<file path="src/rtl/ariane_pkg.sv">
// ariane_pkg: shared types and constants for the HPM overflow controller
package ariane_pkg;
   typedef enum logic [1:0] {IDLE, PEND, SERVICE} perf_ovf_state_e;
   localparam int HPM_FIRST_IDX = 3;
endpackage

</file>
<file path="src/rtl/perf_ovf_popcnt_sat.sv">
// perf_ovf_popcnt_sat: adds the population count of bits_i to cnt_i, saturating at all-ones
//   bits_i : event bits to count
//   cnt_i  : current tally
//   cnt_o  : updated tally, clamped at all-ones
module perf_ovf_popcnt_sat #(
   parameter int N = 29,
   parameter int W = 16
) (
   input  logic [N-1:0] bits_i,
   input  logic [W-1:0] cnt_i,
   output logic [W-1:0] cnt_o
);
   localparam int CW = $clog2(N + 1);
   logic [W+CW-1:0] sum;
   always_comb begin
      sum = {{CW{1'b0}}, cnt_i};
      for (int i = 0; i < N; i++) sum = sum + {{(W+CW-1){1'b0}}, bits_i[i]};
      cnt_o = |sum[W+CW-1:W] ? {W{1'b1}} : sum[W-1:0];
   end
endmodule

</file>
<file path="src/rtl/perf_ovf_ctrl.sv">
// perf_ovf_ctrl: sticky HPM overflow status, overflow interrupt FSM and optional counter freeze
//   clk_i, rst_i    : clock, synchronous active-high reset
//   cnt_wrap_i      : per-counter wrap pulse (index 0 = mhpmcounter3)
//   inhibit_i       : software mcountinhibit bits
//   ovf_ie_i        : per-counter overflow interrupt enable
//   ovf_clr_i       : write-1-to-clear for sticky overflow bits
//   irq_ack_i       : trap entry for the overflow interrupt
//   inhibit_o       : effective inhibit mask to the counter block
//   ovf_o           : sticky overflow status
//   irq_o           : overflow interrupt request
//   freeze_o        : counters frozen
//   ovf_cnt_o       : saturating tally of overflow-set events
//   Freeze logic exists only when PERF_OVF_FREEZE_EN is defined.
module perf_ovf_ctrl
   import ariane_pkg::*;
#(
   parameter int NumCounters = 29,
   parameter int OvfCntWidth = 16
) (
   input  logic                   clk_i,
   input  logic                   rst_i,
   input  logic [NumCounters-1:0] cnt_wrap_i,
   input  logic [NumCounters-1:0] inhibit_i,
   input  logic [NumCounters-1:0] ovf_ie_i,
   input  logic [NumCounters-1:0] ovf_clr_i,
   input  logic                   irq_ack_i,
   output logic [NumCounters-1:0] inhibit_o,
   output logic [NumCounters-1:0] ovf_o,
   output logic                   irq_o,
   output logic                   freeze_o,
   output logic [OvfCntWidth-1:0] ovf_cnt_o
);
   perf_ovf_state_e state_q, state_d;
   logic [NumCounters-1:0] ovf_q, ovf_d, new_set;
   logic [OvfCntWidth-1:0] cnt_q, cnt_d;
   logic pend_any;
   assign new_set  = cnt_wrap_i & ~ovf_q;
   // a wrap wins over a same-cycle clear
   assign ovf_d    = (ovf_q & ~ovf_clr_i) | cnt_wrap_i;
   assign pend_any = |(ovf_d & ovf_ie_i);
   perf_ovf_popcnt_sat #(.N(NumCounters), .W(OvfCntWidth)) u_popcnt (
      .bits_i(new_set),
      .cnt_i (cnt_q),
      .cnt_o (cnt_d)
   );
   always_comb begin
      state_d = state_q;
      case (state_q)
         IDLE:    state_d = |(new_set & ovf_ie_i) ? PEND : IDLE;
         PEND:    state_d = irq_ack_i ? SERVICE : (pend_any ? PEND : IDLE);
         SERVICE: state_d = pend_any ? SERVICE : IDLE;
         default: state_d = IDLE;
      endcase
   end
   always_ff @(posedge clk_i) begin
      if (rst_i) begin
         state_q <= IDLE;
         ovf_q   <= '0;
         cnt_q   <= '0;
      end else begin
         state_q <= state_d;
         ovf_q   <= ovf_d;
         cnt_q   <= cnt_d;
      end
   end
   assign irq_o     = (state_q == PEND);
   assign ovf_o     = ovf_q;
   assign ovf_cnt_o = cnt_q;
`ifdef PERF_OVF_FREEZE_EN
   logic freeze_q;
   always_ff @(posedge clk_i) freeze_q <= rst_i ? 1'b0 : (state_d != IDLE);
   assign freeze_o  = freeze_q;
   // the mask drops as soon as reset is asserted, before the register clears
   assign inhibit_o = inhibit_i | {NumCounters{freeze_q & ~rst_i}};
`else
   assign freeze_o  = 1'b0;
   assign inhibit_o = inhibit_i;
`endif
endmodule

</file>
<file path="config.mk">
export PLATFORM = sky130hd
export DESIGN_NAME = perf_ovf_ctrl
export DESIGN_NICKNAME = d
export VERILOG_FILES = /design/src/rtl/ariane_pkg.sv /design/src/rtl/perf_ovf_popcnt_sat.sv /design/src/rtl/perf_ovf_ctrl.sv
export SDC_FILE = /design/constraint.sdc
export NUM_CORES = 1
export LEC_CHECK = 0
export ABC_AREA = 1
export CAP_MARGIN = 5
export CORE_UTILIZATION = 55
export CTS_CLUSTER_DIAMETER = 200
export DETAILED_ROUTE_END_ITERATION = 12
export DONT_BUFFER_PORTS = 1
export PLACE_DENSITY_LB_ADDON = 0.15
export SYNTH_ARGS = -nofsm -noshare
export SYNTH_HDL_FRONTEND = slang
export SYNTH_SLANG_ARGS = --single-unit
</file>
<file path="constraint.sdc">
create_clock -name clk_i -period 15.9 [get_ports clk_i]
set_input_delay 3.18 -clock clk_i [delete_from_list [all_inputs] [get_ports clk_i]]
set_output_delay 3.18 -clock clk_i [all_outputs]
set_load 0.01 [all_outputs]
</file>
# After elaboration in Yosys (flattened, before gate mapping)
# Cells that the tools add are included.
[op_classes]
add_sub_neg = 29
n_eq_ne = 2
n_mux = 6
bitwise = 7
n_reduce_logical = 4
[ops]
columns = ["op", "n"]
rows = [
  ["$add 21x1->21", 28],
  ["$and 29x29->29", 4],
  ["$not 29->29", 2],
  ["$reduce_or 29->1", 2],
  ["$or 29x29->29", 1],
  ["$add 16x1->17", 1],
  ["$mux 16", 1],
  ["$pmux 2 s3", 1],
  ["$reduce_or 5->1", 1],
  ["$mux 2", 2],
  ["$eq 2x1->1 const B", 1],
  ["$eq 2x2->1 const B", 1],
  ["$logic_not 2->1", 1],
  ["$mux 1", 2],
]
[word_totals]
reg_bits = 47
in_bits = 119
out_inout_bits = 76
elab_cells = 51

# Longest topological paths before layout
# Gate-level depths: netlist of run 1.
[depth]
ltp_word = 33
depth_mapped = 27
depth_no_buf = 27

# Cells and area by module
# From an unflattened synthesis of run 1, not the netlist that was laid out.
[unflattened]
cells_unflattened = 636
hier_area_um2 = 4096.4
[by_module_without_submodules]
columns = ["module", "n_inst", "cells_each", "area_each_um2", "seq_area_each_um2"]
rows = [
  ["perf_ovf_ctrl", 1, 413, 2546.2, 940.9],
  ["perf_ovf_popcnt_sat", 1, 223, 1550.2, 0.0],
]

# Worst setup path after synthesis of run 1
# OpenSTA, ideal clock, no wires.
[synth_path]
path_kind = "input port to flip-flop"
startpoint = "input port cnt_wrap_i[0]"
endpoint = "register cnt_q[1] (netlist: ovf_cnt_o[1])"
setup_time_ns = 0.056
arrival_time_ns = 8.031
t_required_ns = 15.844
path_slack_ns = 7.813
cell_stages = 26
path_buffers = 1
cell_sequence = "inv_1 > nor2_1 > ha_1 > fa_1 > fa_1 > inv_1 > fa_1 > fa_1 > fa_1 > fa_1 > fa_1 > inv_1 > fa_1 > nand2_1 > nand2_1 > nand3_1 > nand2_1 > nand2_1 > nand2_1 > nand2_1 > nor2_1 > nand2_2 > buf_6 > nand3b_1 > nand2_1 > inv_1"
[synth_via]
elab_chain_cells = 32
[synth_rtl]
columns = ["element", "line", "text"]
rows = [
  ["from (decl)", "perf_ovf_ctrl.sv:22", "input logic [NumCounters-1:0] cnt_wrap_i,"],
  ["$and 29x29->29 (*)", "perf_ovf_ctrl.sv:37", "assign new_set = cnt_wrap_i & ~ovf_q;"],
  ["$add 16x1->17 (*)", "perf_ovf_popcnt_sat.sv:17", "for (int i = 0; i < N; i++) sum = sum + {{(W+CW-1){1'b0}}, bits_i[i]};"],
  ["$add 21x1->21 (*) (28 in a row)", "perf_ovf_popcnt_sat.sv:17", ""],
  ["$reduce_or 5->1", "perf_ovf_popcnt_sat.sv:18", "cnt_o = |sum[W+CW-1:W] ? {W{1'b1}} : sum[W-1:0];"],
  ["$mux 16 (*)", "perf_ovf_popcnt_sat.sv:18", ""],
  ["to (signal assigned)", "perf_ovf_ctrl.sv:63", "cnt_q <= cnt_d;"],
  ["to (decl)", "perf_ovf_ctrl.sv:35", "logic [OvfCntWidth-1:0] cnt_q, cnt_d;"],
]
# Every way passes the cells marked *; elsewhere a longest branch is shown, timed or not.
# A chain may end at the register's enable or synchronous reset.

# Worst setup path in the final report of run 1
[layout_path]
startpoint = "input port cnt_wrap_i[0]"
endpoint = "register cnt_q[15] (netlist: ovf_cnt_o[15])"
# Same word-level chain as after synthesis.

==> results of run 1 <==
worst max-delay path, delay by kind of cell:
family | cells | cell delay (ns)
adders and majority gates | 9 | 3.82
buffers and inverters | 3 | 0.15
and+or+nand+nor | 13 | 1.25
cell usage after synthesis:
library cell,count
o21bai_1,13
conb_1,1
buf_4,30
xor2_1,9
inv_2,1
a21oi_1,6
nand3b_1,6
buf_2,1
nand2_2,6
clkbuf_1,5
fa_1,22
nor2_2,4
a32o_1,1
a31oi_1,1
nand2_1,161
nand3_1,39
o22ai_1,4
dfxtp_1,47
buf_6,1
o21ai_0,15
xnor2_1,4
nor3_1,2
nor2_8,1
nor2_1,83
a211oi_1,2
inv_1,134
ha_1,18
nand4_1,13
nor2_4,3
nand3_2,3
layout make-up:
| type | count | area [sq um] | area share, % |
|---|---|---|---|
| clock inverters | 2 | 12.5 | 0.306 |
| flip-flops and latches | 47 | 941 | 23.0 |
| well taps | 99 | 124 | 3.03 |
| inverters | 135 | 507 | 12.4 |
| clock buffers | 6 | 72.6 | 1.77 |
| multi-input cells | 417 | 2440 | 59.5 |
kinds of logic after synthesis:
group           after synthesis
fa+ha+maj                    40
flops                        47
compound gates               42
xor+xnor                     13
buf+inv                     172
other cells                   1
simple gates                321
flip-flops by register name, indices dropped and copies added, names as in the netlist:
signal and flops:
ovf_cnt_o 16, ovf_o 29, state_q 2
layer usage:
metal  global-route usage, %  part of all wire [%]  vias to the layer above
li1                        -                     -                     1830
met1                    33.7                    44                     1629
met2                    40.9                    46                      139
met3                    4.94                   8.0                       25
met4                    5.72                   1.5                        0
met5                       0                     0                        -
power breakdown:
part	internal (mW)	leakage [nW]	total [mW]	switching, mW
Sequential	0.134	0.389	0.152	0.0186
Clock	0.0308	0.0412	0.0724	0.0416
Combinational	0.235	1.86	0.546	0.311
worst max path at each step:
stage,endpoint
6_report,ovf_cnt_o[15]
2_1_floorplan,ovf_cnt_o[1]
3_5_place_dp,ovf_cnt_o[15]
3_3_place_gp,ovf_cnt_o[14]
5_1_grt,ovf_cnt_o[12]
4_1_cts,ovf_cnt_o[15]
through the flow:
| stage | cell area [sq um] | utilization [%] | cells | setup WS [ns] | hold slack (ns) |
|---|---|---|---|---|---|
| 3_5_place_dp | 4010 | 55.3 | 698 | 7.36 | 0.457 |
| 5_1_grt | 4090 | 56.4 | 706 | 7.40 | 0.479 |
| 2_1_floorplan | 4140 | - | 636 | 7.81 | 0.429 |
| 4_1_cts | 4090 | 56.4 | 706 | 7.67 | 0.471 |
| 3_3_place_gp | 4010 | 55.3 | 698 | 7.50 | 0.446 |
| 6_report | 4090 | 56.4 | 706 | 7.69 | 0.468 |
==> out/qor.yml, run 1 <==
floorplanning:
  dieArea_sq_um: 7890
  die_w_um: 88.8
  row_count: 31
  coreArea_sq_um: 7250
  initial_core_util_pct: 57.1
  dieHeight_um: 88.8
  ios: 195
clock_network:
  h-tree-depth: 2
  cts_hold_buffers: 0
  cts.sinks: 47
  clock_latency_ns: 0.30
  cts_tree: "built"
  post_cts_buffers: 0
  numCtsBuffers: 5
  clk_path_buf_depth: 2
  cts_resized: 0
  cts_root_buffer: "clkbuf_8"
  clk_pin_slew_ns: 0.09
critical_path:
  worstSetupEndpointType: "flip-flop"
  timing.rr.end: "ovf_cnt_o[15]"
  rr_worst_depth: 24
  crit_slowest_cell: "fa_1"
  r2r-start: "ovf_o[0]"
  crit_type: "primary input to flip-flop"
  critPathLaunchType: "primary input"
  critPathMaxStageDelay_ns: 0.53
  worstPathMaxFanout: 13
  crit_arrival_ns: 8.42
  required_ns: 16.11
  r2r_slack_ns: 10.20
  cp-startpoint: "cnt_wrap_i[0]"
  crit_path_frequent_cell: "fa_1"
power:
  total_power_mw: 0.771
  leakagePower_nw: 2.29
  power_density_nw_per_um2: 188
  ir_drop_mv: 0.137
outcome:
  status: "finished clean"
global_route:
  grt_max_degree: 37
  grt_usage_pct: 24.9
  overflow: 0
  grt_antenna_before_repair: 0
  grt_pass1_vias: 3258
  grt_pass1_wl_um: 14900
synth:
  synthTopCellsByArea: "dfxtp_1 (23%), nand2_1 (15%), inv_1 (12%)"
  synth_top_family_by_area: "simple AND/OR/NAND/NOR gates"
  synth-simple-area-share_pct: 33.6
  synthXorXnorAreaFrac_pct: 2.75
  postSynthCellCount: 636
  ys_ff_latch: 47
  ys_types: 30
  synth_warnings: 0
  synth_top_area_share_pct: 22.7
  netlist.top_cell.by_area: "dfxtp_1"
  yosysSeqAreaShare_pct: 22.7
  netlist_area_sq_um: 4140
  synth_compound_area_share_pct: 6.25
  synth_adder_area_share_pct: 16.1
  syn-num-nets: 795
  muxShareOfSynthArea_pct: 0
  synth_area_per_cell_sq_um: 6.52
final_layout:
  nNetsFinal: 765
  area_growth_pct: -1.24
  post_route_cells_drive_above_1_share_pct: 4.12
  num_antenna_cells: 0
  final_cell_mix: "nand2_1 (161), inv_1 (134), nor2_1 (83)"
  final_common_cell: "nand2_1"
  fillCellCount: 753
place:
  place_congestion: 0.915
  place.port_buffers: 0
  dp_hpwl_um: 8360
route:
  via_per_inst: 5.13
  route.detailed.drc: 0
  first_pass_iters: 5
  wl_per_cell_um: 13.8
  wl_um: 9770
  vias: 3623
  drtIter0Drc: 169
  ant_nets: 0
timing:
  slew_viol_final: 0
  fin_crit_ns: 8.21
  fin_crit_sh_pct: 51.6
  finalClockSkew_ns: 0.0113
  fmax_ghz: 0.122
  setup_viol: 0
  finalHoldViolCount: 0
  tns_ns: 0
  rsz0062_at_grt: "false"
run:
  cap_violations: 0
hold_path:
  whs_endpoint: "state_q[0]"
  hp-class: "flip-flop to flip-flop"
  hp-start: "state_q[0]"
  hold_depth: 1
Note: power is estimated with default switching activity, not from simulation.
==> inputs of run 2 (changes only) <==
==> constraint.sdc (replaced) <==
create_clock -name clk_i -period 7 [get_ports clk_i]
set_input_delay 1.4 -clock clk_i [delete_from_list [all_inputs] [get_ports clk_i]]
set_output_delay 1.4 -clock clk_i [all_outputs]
set_load 0.01 [all_outputs]
==> run 2 against run 1 <==
Via count increased by 1.2%. Largest power group unchanged. Non-clock buffer count did not move. Hold slack better by 0.0078 ns. Die area did not move. Flip-flop and latch count unchanged. Largest cell class unchanged. Clock power grew 130%. Highest routed layer unchanged. Design area about the same. Register-to-register slack worse by 8.9 ns. Sequential share of layout area hardly changed. Cell count is 0.14% lower.
==> out/qor.yml, run 2 (same netlist as run 1, synthesis figures left out) <==
clock_network:
  clk_pin_slew_ns: 0.09
  cts_hold_buffers: 0
  clock_latency_ns: 0.30
  h-tree-depth: 2
  cts_root_buffer: "clkbuf_8"
  cts_resized: 0
  cts.sinks: 47
  post_cts_buffers: 0
  clk_path_buf_depth: 2
  numCtsBuffers: 5
  cts_tree: "built"
critical_path:
  critPathMaxStageDelay_ns: 0.53
  required_ns: 7.20
  crit_arrival_ns: 6.66
  r2r_slack_ns: 1.28
  timing.rr.end: "ovf_cnt_o[15]"
  r2r-start: "ovf_o[0]"
  path_buf_inv: 3
  crit_path_frequent_cell: "fa_1"
  worstSetupEndpointType: "flip-flop"
  worstPathMaxFanout: 13
  crit_slowest_cell: "fa_1"
  crit_type: "primary input to flip-flop"
  critical_path.top_delay_family: "adder cells"
  critPathLaunchType: "primary input"
  rr_worst_depth: 24
floorplanning:
  coreArea_sq_um: 7250
  row_count: 31
  ios: 195
  dieArea_sq_um: 7890
  dieHeight_um: 88.8
  die_w_um: 88.8
  initial_core_util_pct: 57.1
place:
  place_congestion: 0.914
  place.port_buffers: 0
  dp_hpwl_um: 8330
  place_ws_ns: 0.237
outcome:
  status: "finished clean"
global_route:
  grt_pass1_wl_um: 14800
  grt_max_degree: 37
  grt_antenna_before_repair: 0
  grt_pass1_vias: 3248
  overflow: 0
  grt_usage_pct: 25.0
timing:
  rsz0062_at_grt: "false"
  finalHoldViolCount: 0
  finalClockSkew_ns: 0.00884
  timing.hold.ws_ns: 0.476
  slew_viol_final: 0
  fin_crit_sh_pct: 92.2
  fin_crit_ns: 6.45
  fmax_ghz: 0.155
  final.setup.worst_slack_ns: 0.547
  setup_viol: 0
  tns_ns: 0
power:
  power_density_nw_per_um2: 434
  leakagePower_nw: 2.29
  ir_drop_mv: 0.463
  total_power_mw: 1.78
final_layout:
  final_cell_mix: "nand2_1 (161), inv_1 (134), nor2_1 (83)"
  fin_util_pct: 56.5
  largest_reg_flops: 29
  post_route_cells_drive_above_1_share_pct: 4.13
  num_antenna_cells: 0
  area_growth_pct: -1.18
  fillCellCount: 737
  final_common_cell: "nand2_1"
  nNetsFinal: 765
route:
  wl_um: 9930
  ant_nets: 0
  vias: 3668
  via_per_inst: 5.20
  drtIter0Drc: 161
  route.detailed.drc: 0
  first_pass_iters: 6
  wl_per_cell_um: 14.1
hold_path:
  hold_depth: 1
  hp-start: "state_q[0]"
  whs_endpoint: "state_q[0]"
  hp-class: "flip-flop to flip-flop"
run:
  cap_violations: 0
run 2: changes by cell type in the layout (fill, tap and decap cells not counted), sizes merged:
cell | before | now
clkinvlp | 1 | 0
run 2: where the power goes:
part / switching (mW) / total [mW] / leakage (nW) / internal (mW)
combinational: 0.726 / 1.26 / 1.86 / 0.536
sequential: 0.0414 / 0.346 / 0.389 / 0.304
clock: 0.0915 / 0.169 / 0.0470 / 0.0778
run 2: worst max-delay path by stage:
stage               endpoint  slack, ns  cells past startpoint          start
5_1_grt        ovf_cnt_o[12]       0.21                     25  cnt_wrap_i[0]
6_report       ovf_cnt_o[15]       0.55                     25  cnt_wrap_i[0]
2_1_floorplan   ovf_cnt_o[1]       0.69                     26  cnt_wrap_i[0]
3_3_place_gp   ovf_cnt_o[14]       0.38                     25  cnt_wrap_i[0]
4_1_cts        ovf_cnt_o[15]       0.53                     25  cnt_wrap_i[0]
3_5_place_dp   ovf_cnt_o[15]       0.24                     25  cnt_wrap_i[0]
run 2: worst register-to-register path, cell delays in order (launching register included):
cell,delay (ns)
dfxtp_1,0.36
nor2_1,0.17
ha_1,0.27
fa_1,0.49
fa_1,0.53
inv_1,0.06
fa_1,0.48
fa_1,0.53
fa_1,0.43
fa_1,0.53
fa_1,0.17
inv_1,0.06
fa_1,0.39
nand2_1,0.09
nand2_1,0.07
nand3_1,0.08
nand2_1,0.08
nand2_1,0.06
nand2_1,0.05
nand2_1,0.14
nor2_1,0.08
nand2_2,0.20
nand2_1,0.15
nor2_1,0.13
nor2_1,0.04
run 2: through the flow:
stage,area [sq um],std cells
after global routing,4100,705
after CTS,4100,705
after floorplan,4140,636
after detailed placement,4010,698
final,4100,705
after global placement,4010,698
run 2: layout make-up:
cell class              count  area [sq um]  area share (%)
inverters                 135           507            12.4
clock inverters             1          5.00           0.122
well taps                  99           124            3.02
clock buffers               6          82.6            2.02
multi-input cells         417          2440            59.5
flip-flops and latches     47           941            23.0
run 2: routing by layer:
layer / GRT usage [%] / wire (um) / part of all wire [%]
met2: 41.5 / 4600 / 46
met5: 0 / 0 / 0
met1: 33.1 / 4320 / 44
met3: 5.32 / 841 / 8.5
met4: 6.74 / 166 / 1.7
